File: config.mk
export PLATFORM = sky130hd
export DESIGN_NAME = seq_alu
export DESIGN_NICKNAME = d
export VERILOG_FILES = /design/src/rtl/seq_alu.sv
export SDC_FILE = /design/constraint.sdc
export NUM_CORES = 1
export LEC_CHECK = 0
export CORE_UTILIZATION = 35
export CTS_CLUSTER_SIZE = 25
export DETAILED_ROUTE_END_ITERATION = 6
export GPL_TIMING_DRIVEN = 0
export SLEW_MARGIN = 20
export SYNTH_ARGS = -nofsm -noshare
export SYNTH_HDL_FRONTEND = slang
export SYNTH_SLANG_ARGS = --single-unit
File: constraint.sdc
create_clock -name clk -period 10 [get_ports clk]
set_clock_uncertainty 0.15 [all_clocks]
set_input_delay 2 -clock clk [delete_from_list [all_inputs] [get_ports clk]]
set_output_delay 2 -clock clk [all_outputs]
set_load 0.1 [all_outputs]
File: src/rtl/seq_alu.sv
// Registered execute-stage ALU with valid/ready handshakes on input and output.
// MUL is shift-add and DIVU/REMU are restoring division, each retiring one bit per cycle.
module seq_alu #(
    parameter int unsigned WIDTH = 16,
    localparam int unsigned SHW = $clog2(WIDTH)
) (
    input  logic             clk,
    input  logic             rst_n,
    input  logic             in_valid,
    output logic             in_ready,
    input  logic [3:0]       alu_code,
    input  logic [WIDTH-1:0] reg_data1,
    input  logic [WIDTH-1:0] reg_data2,
    output logic             out_valid,
    input  logic             out_ready,
    output logic [WIDTH-1:0] accum,
    output logic [WIDTH-1:0] accum_hi,
    output logic             pc_branch,
    output logic             carry,
    output logic             zero,
    output logic             div_by_zero
);
    localparam logic [3:0] OpAnd  = 4'b0001;
    localparam logic [3:0] OpOr   = 4'b0010;
    localparam logic [3:0] OpXor  = 4'b0011;
    localparam logic [3:0] OpSub  = 4'b0100;
    localparam logic [3:0] OpShl  = 4'b0101;
    localparam logic [3:0] OpShr  = 4'b0110;
    localparam logic [3:0] OpAdd  = 4'b1000;
    localparam logic [3:0] OpMul  = 4'b1001;
    localparam logic [3:0] OpDivu = 4'b1010;
    localparam logic [3:0] OpRemu = 4'b1011;
    localparam logic [3:0] OpBeq  = 4'b1100;
    localparam logic [3:0] OpBlt  = 4'b1101;
    localparam logic [3:0] OpBgt  = 4'b1110;

    typedef enum logic [1:0] {StIdle, StExec, StDone} state_e;

    state_e           state;
    logic [3:0]       op_q;
    logic [WIDTH-1:0] opb_q;
    logic [WIDTH-1:0] work_hi;
    logic [WIDTH-1:0] work_lo;
    logic [SHW-1:0]   cnt;

    logic [WIDTH:0]   add_sum, sub_diff;
    logic [WIDTH-1:0] sc_acc, dz_acc;
    logic             sc_carry, sc_branch, sc_known, is_multi, is_dz;

    always_comb begin
        add_sum   = {1'b0, reg_data1} + {1'b0, reg_data2};
        sub_diff  = {1'b0, reg_data1} - {1'b0, reg_data2};
        sc_acc    = '0;
        sc_carry  = 1'b0;
        sc_branch = 1'b0;
        sc_known  = 1'b1;
        case (alu_code)
            OpAnd: sc_acc = reg_data1 & reg_data2;
            OpOr:  sc_acc = reg_data1 | reg_data2;
            OpXor: sc_acc = reg_data1 ^ reg_data2;
            OpSub: begin
                sc_acc   = sub_diff[WIDTH-1:0];
                sc_carry = sub_diff[WIDTH];
            end
            OpShl: sc_acc = reg_data1 << reg_data2[SHW-1:0];
            OpShr: sc_acc = reg_data1 >> reg_data2[SHW-1:0];
            OpAdd: begin
                sc_acc   = add_sum[WIDTH-1:0];
                sc_carry = add_sum[WIDTH];
            end
            OpBeq: sc_branch = (reg_data1 == reg_data2);
            OpBlt: sc_branch = (reg_data1 < reg_data2);
            OpBgt: sc_branch = (reg_data1 > reg_data2);
            default: sc_known = 1'b0;
        endcase
        is_multi = alu_code inside {OpMul, OpDivu, OpRemu};
        is_dz    = (alu_code inside {OpDivu, OpRemu}) && (reg_data2 == '0);
        dz_acc   = (alu_code == OpDivu) ? '1 : reg_data1;
    end

    // One iteration: MUL keeps {hi,lo} as the product shifter, division keeps {rem,quot}.
    logic [WIDTH:0]   mul_sum, div_shift, div_trial;
    logic             div_ge;
    logic [WIDTH-1:0] step_hi, step_lo, fin_acc, fin_hi;

    always_comb begin
        mul_sum   = {1'b0, work_hi} + (work_lo[0] ? {1'b0, opb_q} : '0);
        div_shift = {work_hi, work_lo[WIDTH-1]};
        div_trial = div_shift - {1'b0, opb_q};
        div_ge    = (div_shift >= {1'b0, opb_q});
        if (op_q == OpMul) begin
            step_hi = mul_sum[WIDTH:1];
            step_lo = {mul_sum[0], work_lo[WIDTH-1:1]};
        end else begin
            step_hi = div_ge ? div_trial[WIDTH-1:0] : div_shift[WIDTH-1:0];
            step_lo = {work_lo[WIDTH-2:0], div_ge};
        end
        fin_hi  = '0;
        fin_acc = step_lo;
        if (op_q == OpMul) begin
            fin_hi = step_hi;
        end else if (op_q == OpRemu) begin
            fin_acc = step_hi;
        end
    end

    always_ff @(posedge clk or negedge rst_n) begin
        if (!rst_n) begin
            state       <= StIdle;
            in_ready    <= 1'b0;
            out_valid   <= 1'b0;
            accum       <= '0;
            accum_hi    <= '0;
            pc_branch   <= 1'b0;
            carry       <= 1'b0;
            zero        <= 1'b0;
            div_by_zero <= 1'b0;
            op_q        <= '0;
            opb_q       <= '0;
            work_hi     <= '0;
            work_lo     <= '0;
            cnt         <= '0;
        end else begin
            case (state)
                StIdle: begin
                    in_ready <= 1'b1;
                    if (in_valid && in_ready) begin
                        in_ready <= 1'b0;
                        op_q     <= alu_code;
                        opb_q    <= reg_data2;
                        if (is_multi && !is_dz) begin
                            work_hi <= '0;
                            work_lo <= reg_data1;
                            cnt     <= '0;
                            state   <= StExec;
                        end else begin
                            state     <= StDone;
                            out_valid <= 1'b1;
                            accum_hi  <= '0;
                            if (is_dz) begin
                                accum       <= dz_acc;
                                div_by_zero <= 1'b1;
                                zero        <= (dz_acc == '0);
                                carry       <= 1'b0;
                                pc_branch   <= 1'b0;
                            end else begin
                                accum       <= sc_acc;
                                carry       <= sc_carry;
                                pc_branch   <= sc_branch;
                                zero        <= sc_known && (sc_acc == '0);
                                div_by_zero <= 1'b0;
                            end
                        end
                    end
                end
                StExec: begin
                    work_hi <= step_hi;
                    work_lo <= step_lo;
                    cnt     <= cnt + 1'b1;
                    if (cnt == SHW'(WIDTH - 1)) begin
                        state       <= StDone;
                        out_valid   <= 1'b1;
                        accum       <= fin_acc;
                        accum_hi    <= fin_hi;
                        zero        <= (fin_acc == '0) && (fin_hi == '0);
                        carry       <= 1'b0;
                        pc_branch   <= 1'b0;
                        div_by_zero <= 1'b0;
                    end
                end
                StDone: begin
                    if (out_ready) begin
                        out_valid   <= 1'b0;
                        pc_branch   <= 1'b0;
                        carry       <= 1'b0;
                        zero        <= 1'b0;
                        div_by_zero <= 1'b0;
                        in_ready    <= 1'b1;
                        state       <= StIdle;
                    end
                end
                default: state <= StIdle;
            endcase
        end
    end
endmodule

# Yosys cells after proc, flatten, opt, wreduce, memory -nomap -nowiden
# Index checks and enable logic that the tools add are counted.
# word_totals
register_bits	96
inputBits	40
wordCells	136
# classes
n_addsub	5
n_lt_le_gt_ge	3
n_eq_ne	24
n_shift	2
mux	61
bitwise	3
n_reduce_logical	24
# ops
op	count
2-to-1 mux 16 bit	19
case mux 16 bit (2 select lines)	4
case mux 16 bit (7 select lines)	1
zero test 16 bit	5
equality test 4 bit (second input constant)	10
adder 16 x 16 -> 17 bit	2
2-to-1 mux 1 bit	21
case mux 1 bit (3 select lines)	6
greater-or-equal comparator 17 x 16 -> 1 bit	1
subtractor 16 x 16 -> 17 bit	1
bitwise AND 16 bit	1
equality test 16 bit	1
> comparator 16 bit	1
less-than comparator 16 bit	1
bitwise OR 16 bit	1
left shift 16 x 4 -> 16 bit	1
>> shifter 16 x 4 -> 16 bit	1
subtractor 16 bit	1
bitwise XOR 16 bit	1
equality test 4 x 3 -> 1 bit (second input constant)	3
!= test 2 bit (second input constant)	5
OR reduction 10 bit	1
equality test 4 x 2 -> 1 bit (second input constant)	2
2-to-1 mux 2 bit	4
other kinds (17)	28

# Logic depth before layout (Yosys ltp)
# Gate-level depths: netlist (run 1).
# logic_depth
depth_word	9
ltp_mapped	16

# Worst setup path before layout (run 1)
# Ideal clock, no wire load.
# synth_path
path_type	input-to-reg
startpoint	input port reg_data2[1]
endpoint	register zero
setup_time_ns	0.092
t_arrival_ns	5.274
required_ns	9.758
setup_slack_ns	4.485
cell_stages	15
n_path_buf	3
path_cell_list	clkbuf_1 -> inv_1 -> buf_1 -> clkbuf_1 -> ha_1 -> o21bai_1 -> a2111oi_0 -> o41ai_1 -> a21boi_0 -> a211oi_1 -> o2bb2ai_1 -> o2111ai_1 -> nand4b_1 -> o31a_1 -> o31ai_2
# synth_via
elab_chain_len	8
word_cells_on_any_way	20
# synth_rtl
element	line	text
start, declared	13	input logic [WIDTH-1:0] reg_data2,
adder 16 x 16 -> 17 bit, or another cell as far along	51	add_sum = {1'b0, reg_data1} + {1'b0, reg_data2};
case mux 16 bit (7 select lines)	57	case (alu_code)
zero test 16 bit	150	zero <= sc_known && (sc_acc == '0);
logical AND 1 bit	150	
2-to-1 mux 1 bit	140	if (is_dz) begin
2-to-1 mux 1 bit	131	if (is_multi && !is_dz) begin
2-to-1 mux 1 bit	127	if (in_valid && in_ready) begin
case mux 1 bit (3 select lines)	124	case (state)
end signal, assigned	143	zero <= (dz_acc == '0);
end signal, assigned	150	
end signal, assigned	165	zero <= (fin_acc == '0) && (fin_hi == '0);
end, declared	20	output logic zero,
# Parallel ways exist; a longest one is shown, timed or not. The select of a mux whose other input is x is not followed.
# A chain may end at the register's enable or synchronous reset.

# Final worst setup path (run 1)
# Ends and elaborated chain as after synthesis.

==> metrics.md, run 1 <==
| Metric | Value |
|---|---|
| Post-synthesis sequential area ratio | `22.3%` |
| Clock root buffer master | `clkbuf_16` |
| Minimum clock period | `7.92 ns` |
| Worst r2r src | `work_lo[0]` |
| Iter 0 DRT Violations | `1189` |
| ANT nets after route | `0` |
| Clk pwr share | `14.5%` |
| All-Layer GR Usage | `29.0%` |
| Number of fill cells | `3110` |
| Num ports | `78` |
| Worst Setup Start Kind | `primary input` |
| Post-synth net total | `1535` |
| Setup Buffers After CTS | `0` |
| Largest stage delay on the critical path | `0.92 ns` |
| Area after DPL | `12100 um^2` |
| Cell seen most often among critical-path stages | `clkbuf_1` |
| Crit Path Category | `primary input to register` |
| Layout Nets | `1624` |
| Worst skew pair latency | `0.37 ns` |
| HP Class | `register to register` |
| Placed Instances | `1873` |
| R2R depth | `16` |
| Main synth FF type | `dfrtp_1` |
| Tightest Pin Transition | `1.11 ns` |
| Via count | `11600` |
| RSZ-0062 raised after global routing | `false` |
| Critical Path Source | `reg_data2[1]` |
| Slew headroom | `25.3%` |
| Crit share post-route | `79.2%` |
| Die Ht | `177 um` |
| Synth warnings | `0` |
| Synth top area share | `22.3%` |
| Htree depth | `3` |
| RePlAce Congestion | `0.989` |
| Synth cell types | `90` |
| CTS Hold Buffers Added | `0` |
| Max frequency | `0.126 GHz` |
| Worst Path Arrival | `8.00 ns` |
| First-pass iteration count of the detailed router | `6` |
| Pint | `1130 uW` |
| Sequential Power Share | `26.2%` |
| Worst hold start | `accum[9]` |
| Core area | `30000 um^2` |
| Combinational power share | `59.3%` |
| Port Buffers | `77` |
| Top cells by area, synth | `dfrtp_1 22%, ha_1 10%, o21ai_0 6.9%, nand2_1 6.0%, mux2i_1 4.1%` |
| TNS Setup | `0 ns` |
| Pleak | `0.00522 uW` |
| Hold depth | `2` |
| Layout cell share with drive strength beyond 1 | `5.74%` |
| Wire length of the first global-routing pass | `68200 um` |
| Crit. End Element | `register` |
| Flops & latches, synth | `96` |
| Via/cell ratio | `6.16` |
| Net switching power | `1280 uW` |
| Max-Cap Viols | `0` |
| Die ar. | `31500 um^2` |
| Placement Setup Slack | `2.05 ns` |
| Post-route insts no fill | `1889` |
| Switch share | `53.1%` |
| Worst EP required | `10.08 ns` |
| Largest area contributor in the netlist | `dfrtp_1` |
| Wirelength, routed | `45700 um` |
| Sinks on Clock Net | `96` |
| Gr ovfl total | `0` |
| Area of the multi-input gates | `7660 um^2` |
| Post-CTS sizing | `0` |
| Syn Area/Cell | `7.66 um^2` |
| Final hold vios | `0` |
| Initial antenna violation count | `0` |
| Largest net degree at the start of global routing | `78` |
| Worst setup margin | `2.08 ns` |
| Crit-path max FO | `11` |
| Layout area overhead | `14.6%` |
| TritonCTS Buffers | `9` |
| DRC viols | `0` |
| Row cnt | `63` |
| Synth top cells by count | `173 x nand2_1, 148 x o21ai_0, 104 x nor2_1` |
| Cells after synthesis | `1405` |
| Die width | `177 um` |
| Register area | `2400 um^2` |
| Power density over the cells | `195 nW/um^2` |
| Wirelength per Cell | `24.2 um` |
| Slowest cell on crit path | `o41ai_1` |
| EDFF count, synth | `0` |
| Clock slew at reported path FFs | `0.07 ns` |
| Post-DP HPWL | `36000 um` |
| CP Cell Sequence | `clkdlybuf4s50_1 > clkbuf_1 > inv_1 > buf_1 > clkbuf_1 > ha_1 > o21bai_1 > a2111oi_0 > o41ai_1 > a21boi_0 > a211oi_1 > o2bb2ai_1 > o2111ai_1 > nand4b_1 > o31a_1 > o31ai_2` |
| Initial Util | `35.9%` |
| Status | `finished, final reports clean` |
| Vias in the first global route | `11000` |
| Fin. max-slew vios | `0` |
| CTS tree | `yes` |
| Most numerous cell in the Yosys netlist | `nand2_1` |
| CTS Buffer Depth | `2` |
| Setup violators final | `0` |
| Fin area | `12300 um^2` |
| Ant diodes | `0` |
| Peak VDD IR | `96.9 uV` |
| Mapped Area | `10800 um^2` |
| Fraction of registers with async set or reset after synthesis | `100%` |
routing by layer:
| layer | vias to the layer above | wire [um] | global-route usage [%] |
|---|---|---|---|
| met2 | 584 | 21100 | 47.3 |
| met3 | 110 | 3250 | 4.35 |
| met5 | - | 0 | 0 |
| li1 | 5308 | - | - |
| met4 | 0 | 2110 | 13.1 |
| met1 | 5640 | 19300 | 37.5 |
power groups by stage:
stage / Combinational, uW / Clock, uW / Sequential (uW)
finish: 1430 / 350 / 631
global placement: 1390 / 0 / 633
floorplan: 789 / 0 / 803
detailed placement: 1400 / 0 / 635
CTS: 1410 / 352 / 628
global route: 1540 / 371 / 644
cells in the final DEF (no fill, tap or decap), drive strengths merged, types with 16 or more instances in the layout:
cell type,Yosys,final
nand2,173,173
o21ai,150,150
nor2,105,105
clkbuf,93,102
dfrtp,96,96
ha,86,86
a21oi,85,85
inv,74,78
clkdlybuf4s50,0,76
mux2i,45,45
nand3,29,29
mux2,28,28
nor3,26,26
a211oi,23,23
and2,21,21
o211ai,21,21
a21o,19,19
xnor2,19,19
o22ai,17,17
buf,15,17
nand2b,16,16
o31ai,16,16
final cells by class:
class	instances	area share, %
plain buffers	108	3.42
clock buffers	9	1.82
clock inverters	7	0.507
inverters	75	2.28
multi-input cells	1126	62.1
flip-flops and latches	96	19.5
well taps	390	3.95
repair buffers	78	6.48
logic make-up after synthesis:
| family | count (synthesis) | synth area share (%) |
|---|---|---|
| AOI/OAI and AO/OA | 469 | 28.6 |
| xor gates and xnor gates | 27 | 2.20 |
| adders and majority gates | 90 | 10.7 |
| buffers and inverters | 183 | 6.53 |
| DFF | 96 | 22.3 |
| muxes | 83 | 9.42 |
| and+or+nand+nor | 457 | 20.2 |
final timing paths:
| check | end | slack [ns] |
|---|---|---|
| max in group asynchronous | work_lo[6] | 7.69 |
| setup reg to reg | zero | 5.12 |
| min in group asynchronous | work_hi[4] | 1.33 |
| hold reg to reg | accum[9] | 0.32 |
| hold / removal | accum[9] | 0.32 |
| setup / recovery | zero | 2.08 |
flip-flops by register name, indices dropped and copies added, names as in the netlist, 2 cells and up:
| register | count |
|---|---|
| op_q | 4 |
| work_hi | 16 |
| opb_q | 16 |
| work_lo | 16 |
| cnt | 4 |
| state | 2 |
| accum_hi | 16 |
| accum | 16 |
critical path, delay by kind of cell:
kind	cells	cell delay, ns
AOI/OAI and AO/OA	9	3.03
buffers and inverters	5	2.29
and+or+nand+nor	1	0.26
adders and majority gates	1	0.41
stage by stage:
| step | hold WS [ns] | power, uW | utilization, % |
|---|---|---|---|
| final | 0.323 | 2410 | 41.2 |
| after global routing | 0.349 | 2550 | 41.2 |
| after CTS | 0.332 | 2390 | 41.2 |
| after detailed placement | 0.316 | 2040 | 40.2 |
| after global placement | 0.311 | 2020 | 40.1 |
| after floorplan | 0.313 | 1590 | - |
(Power assumes the default switching activity.)
==> run 2: changes to the inputs <==
clock period = 6.88 ns   (was 10 ns; I/O delays follow)
==> run 2 against run 1 <==
Worst setup slack got worse by 1.8 ns. Cell area barely moved. Global-route usage did not move. Sequential power rose by 46%. Flip-flop and latch count did not move. Cell count did not move. Hold slack barely moved. Non-clock buffer count did not move.
==> metrics.md, run 2 (synthesis gave the netlist of run 1 again) <==
| Metric | Value |
|---|---|
| Status | `finished, final reports clean` |
| Worst setup margin | `0.247 ns` |
| Core area | `30000 um^2` |
| Tightest Pin Transition | `1.08 ns` |
| ANT nets after route | `0` |
| CTS Hold Buffers Added | `0` |
| Peak VDD IR | `141 uV` |
| TritonCTS Buffers | `9` |
| Worst hold start | `accum[9]` |
| Commonest non-fill, non-tap cells in the layout | `173 x nand2_1, 148 x o21ai_0, 104 x nor2_1` |
| Row cnt | `63` |
| TNS Setup | `0 ns` |
| Max frequency | `0.151 GHz` |
| Htree depth | `3` |
| Initial antenna violation count | `0` |
| Worst r2r src | `work_lo[0]` |
| CTS Buffer Depth | `2` |
| Final hold vios | `0` |
| Worst Setup Start Kind | `primary input` |
| Worst Path Arrival | `6.72 ns` |
| Num ports | `78` |
| RSZ-0062 raised after global routing | `false` |
| Initial Util | `35.9%` |
| Iter 0 DRT Violations | `1167` |
| Clock slew at reported path FFs | `0.07 ns` |
| Layout cell share with drive strength beyond 1 | `5.87%` |
| HP Class | `register to register` |
| Max-Cap Viols | `0` |
| Slew headroom | `26.9%` |
| Most common cell after layout, fill and taps aside | `nand2_1` |
| Hold depth | `2` |
| Worst skew pair latency | `0.37 ns` |
| DRC viols | `0` |
| Clock root buffer master | `clkbuf_16` |
| Die width | `177 um` |
| Wirelength per Cell | `24.2 um` |
| Crit Path Category | `primary input to register` |
| Worst EP required | `6.96 ns` |
| R2R depth | `16` |
| Via count | `11600` |
| Placement Setup Slack | `-0.447 ns` |
| CTS tree | `yes` |
| Post-DP HPWL | `36000 um` |
| First-pass iteration count of the detailed router | `7` |
| Layout Nets | `1624` |
| Total power | `3510 uW` |
| Wirelength, routed | `45600 um` |
| Setup violators final | `0` |
| Layout area overhead | `14.7%` |
| Wire length of the first global-routing pass | `68200 um` |
| Vias in the first global route | `11000` |
| R2R Setup Slk | `2.00 ns` |
| Minimum clock period | `6.63 ns` |
| Sinks on Clock Net | `96` |
| Pleak | `0.00522 uW` |
| Power density over the cells | `284 nW/um^2` |
| Reg-to-Reg End | `zero` |
| All-Layer GR Usage | `29.0%` |
| Via/cell ratio | `6.16` |
| Crit-path max FO | `11` |
| RePlAce Congestion | `0.989` |
| Gr ovfl total | `0` |
| Crit. End Element | `register` |
| Port Buffers | `77` |
| WHS Endpoint | `accum[9]` |
| Ant diodes | `0` |
| Die ar. | `31500 um^2` |
| Largest net degree at the start of global routing | `78` |
| Crit share post-route | `96.4%` |
| Fin. max-slew vios | `0` |
| Die Ht | `177 um` |
==> run 2: worst max path at each step <==
| stage | startpoint | end | slack, ns | depth (start not counted) |
|---|---|---|---|---|
| 2_1_floorplan | reg_data2[1] | zero | 1.99 | 15 |
| 3_3_place_gp | reg_data2[1] | zero | -0.59 | 16 |
| 3_5_place_dp | reg_data2[1] | zero | -0.45 | 16 |
| 4_1_cts | reg_data2[1] | zero | 0.24 | 16 |
| 5_1_grt | reg_data2[2] | zero | 0.07 | 16 |
| 6_report | reg_data2[2] | zero | 0.25 | 16 |
==> run 2: final cells by class <==
class	count	area (um^2)
Sequential cell	96	2400
Multi-Input combinational cell	1126	7670
Inverter	75	282
Tap cell	390	488
Clock buffer	9	225
Clock inverter	7	62.6
Buffer	108	423
Timing Repair Buffer	78	800
Fill cell	3111	17600
==> run 2: power breakdown <==
part / switching (uW) / internal, uW
logic: 1420 / 668
clock network: 253 / 254
registers: 196 / 724
total: 1860 / 1650
==> run 2: metal layers <==
metal	part of all wire (%)	wire length, um	up-vias	GRT usage [%]
met5	0	0	-	0
met4	4.7	2140	0	13.1
met3	7.6	3460	112	4.35
met2	46	20900	599	47.3
met1	42	19100	5628	37.5
li1	-	-	5306	-
==> run 2: metrics by stage <==
| stage | instance area [um^2] | instances | hold slack (ns) | util, % |
|---|---|---|---|---|
| floorplan | 10800 | 1405 | 0.313 | - |
| global placement | 12000 | 1872 | 0.311 | 40.1 |
| detailed placement | 12100 | 1873 | 0.316 | 40.2 |
| CTS | 12300 | 1889 | 0.332 | 41.2 |
| global route | 12400 | 1889 | 0.349 | 41.2 |
| finish | 12400 | 1889 | 0.323 | 41.2 |
==> run 2: worst max-delay path, cell delays in order <==
cell             delay [ns]
clkdlybuf4s50_1        0.48
clkbuf_1               0.39
inv_1                  0.26
buf_1                  0.45
ha_1                   0.45
clkbuf_1               0.31
o21bai_1               0.18
a2111oi_1              0.63
o21bai_1               0.19
a211oi_1               0.61
o221a_2                0.33
o21ai_0                0.21
nor4_1                 0.24
nand4b_1               0.14
o31a_1                 0.35
o31ai_2                0.12
==> run 2: repair_timing <==
item,in CTS,in global routing
setup buffers,0,0
endpoints found under the hold margin,0,0
resized for setup,1,4
setup endpoints to repair,1,1
gates cloned,0,0
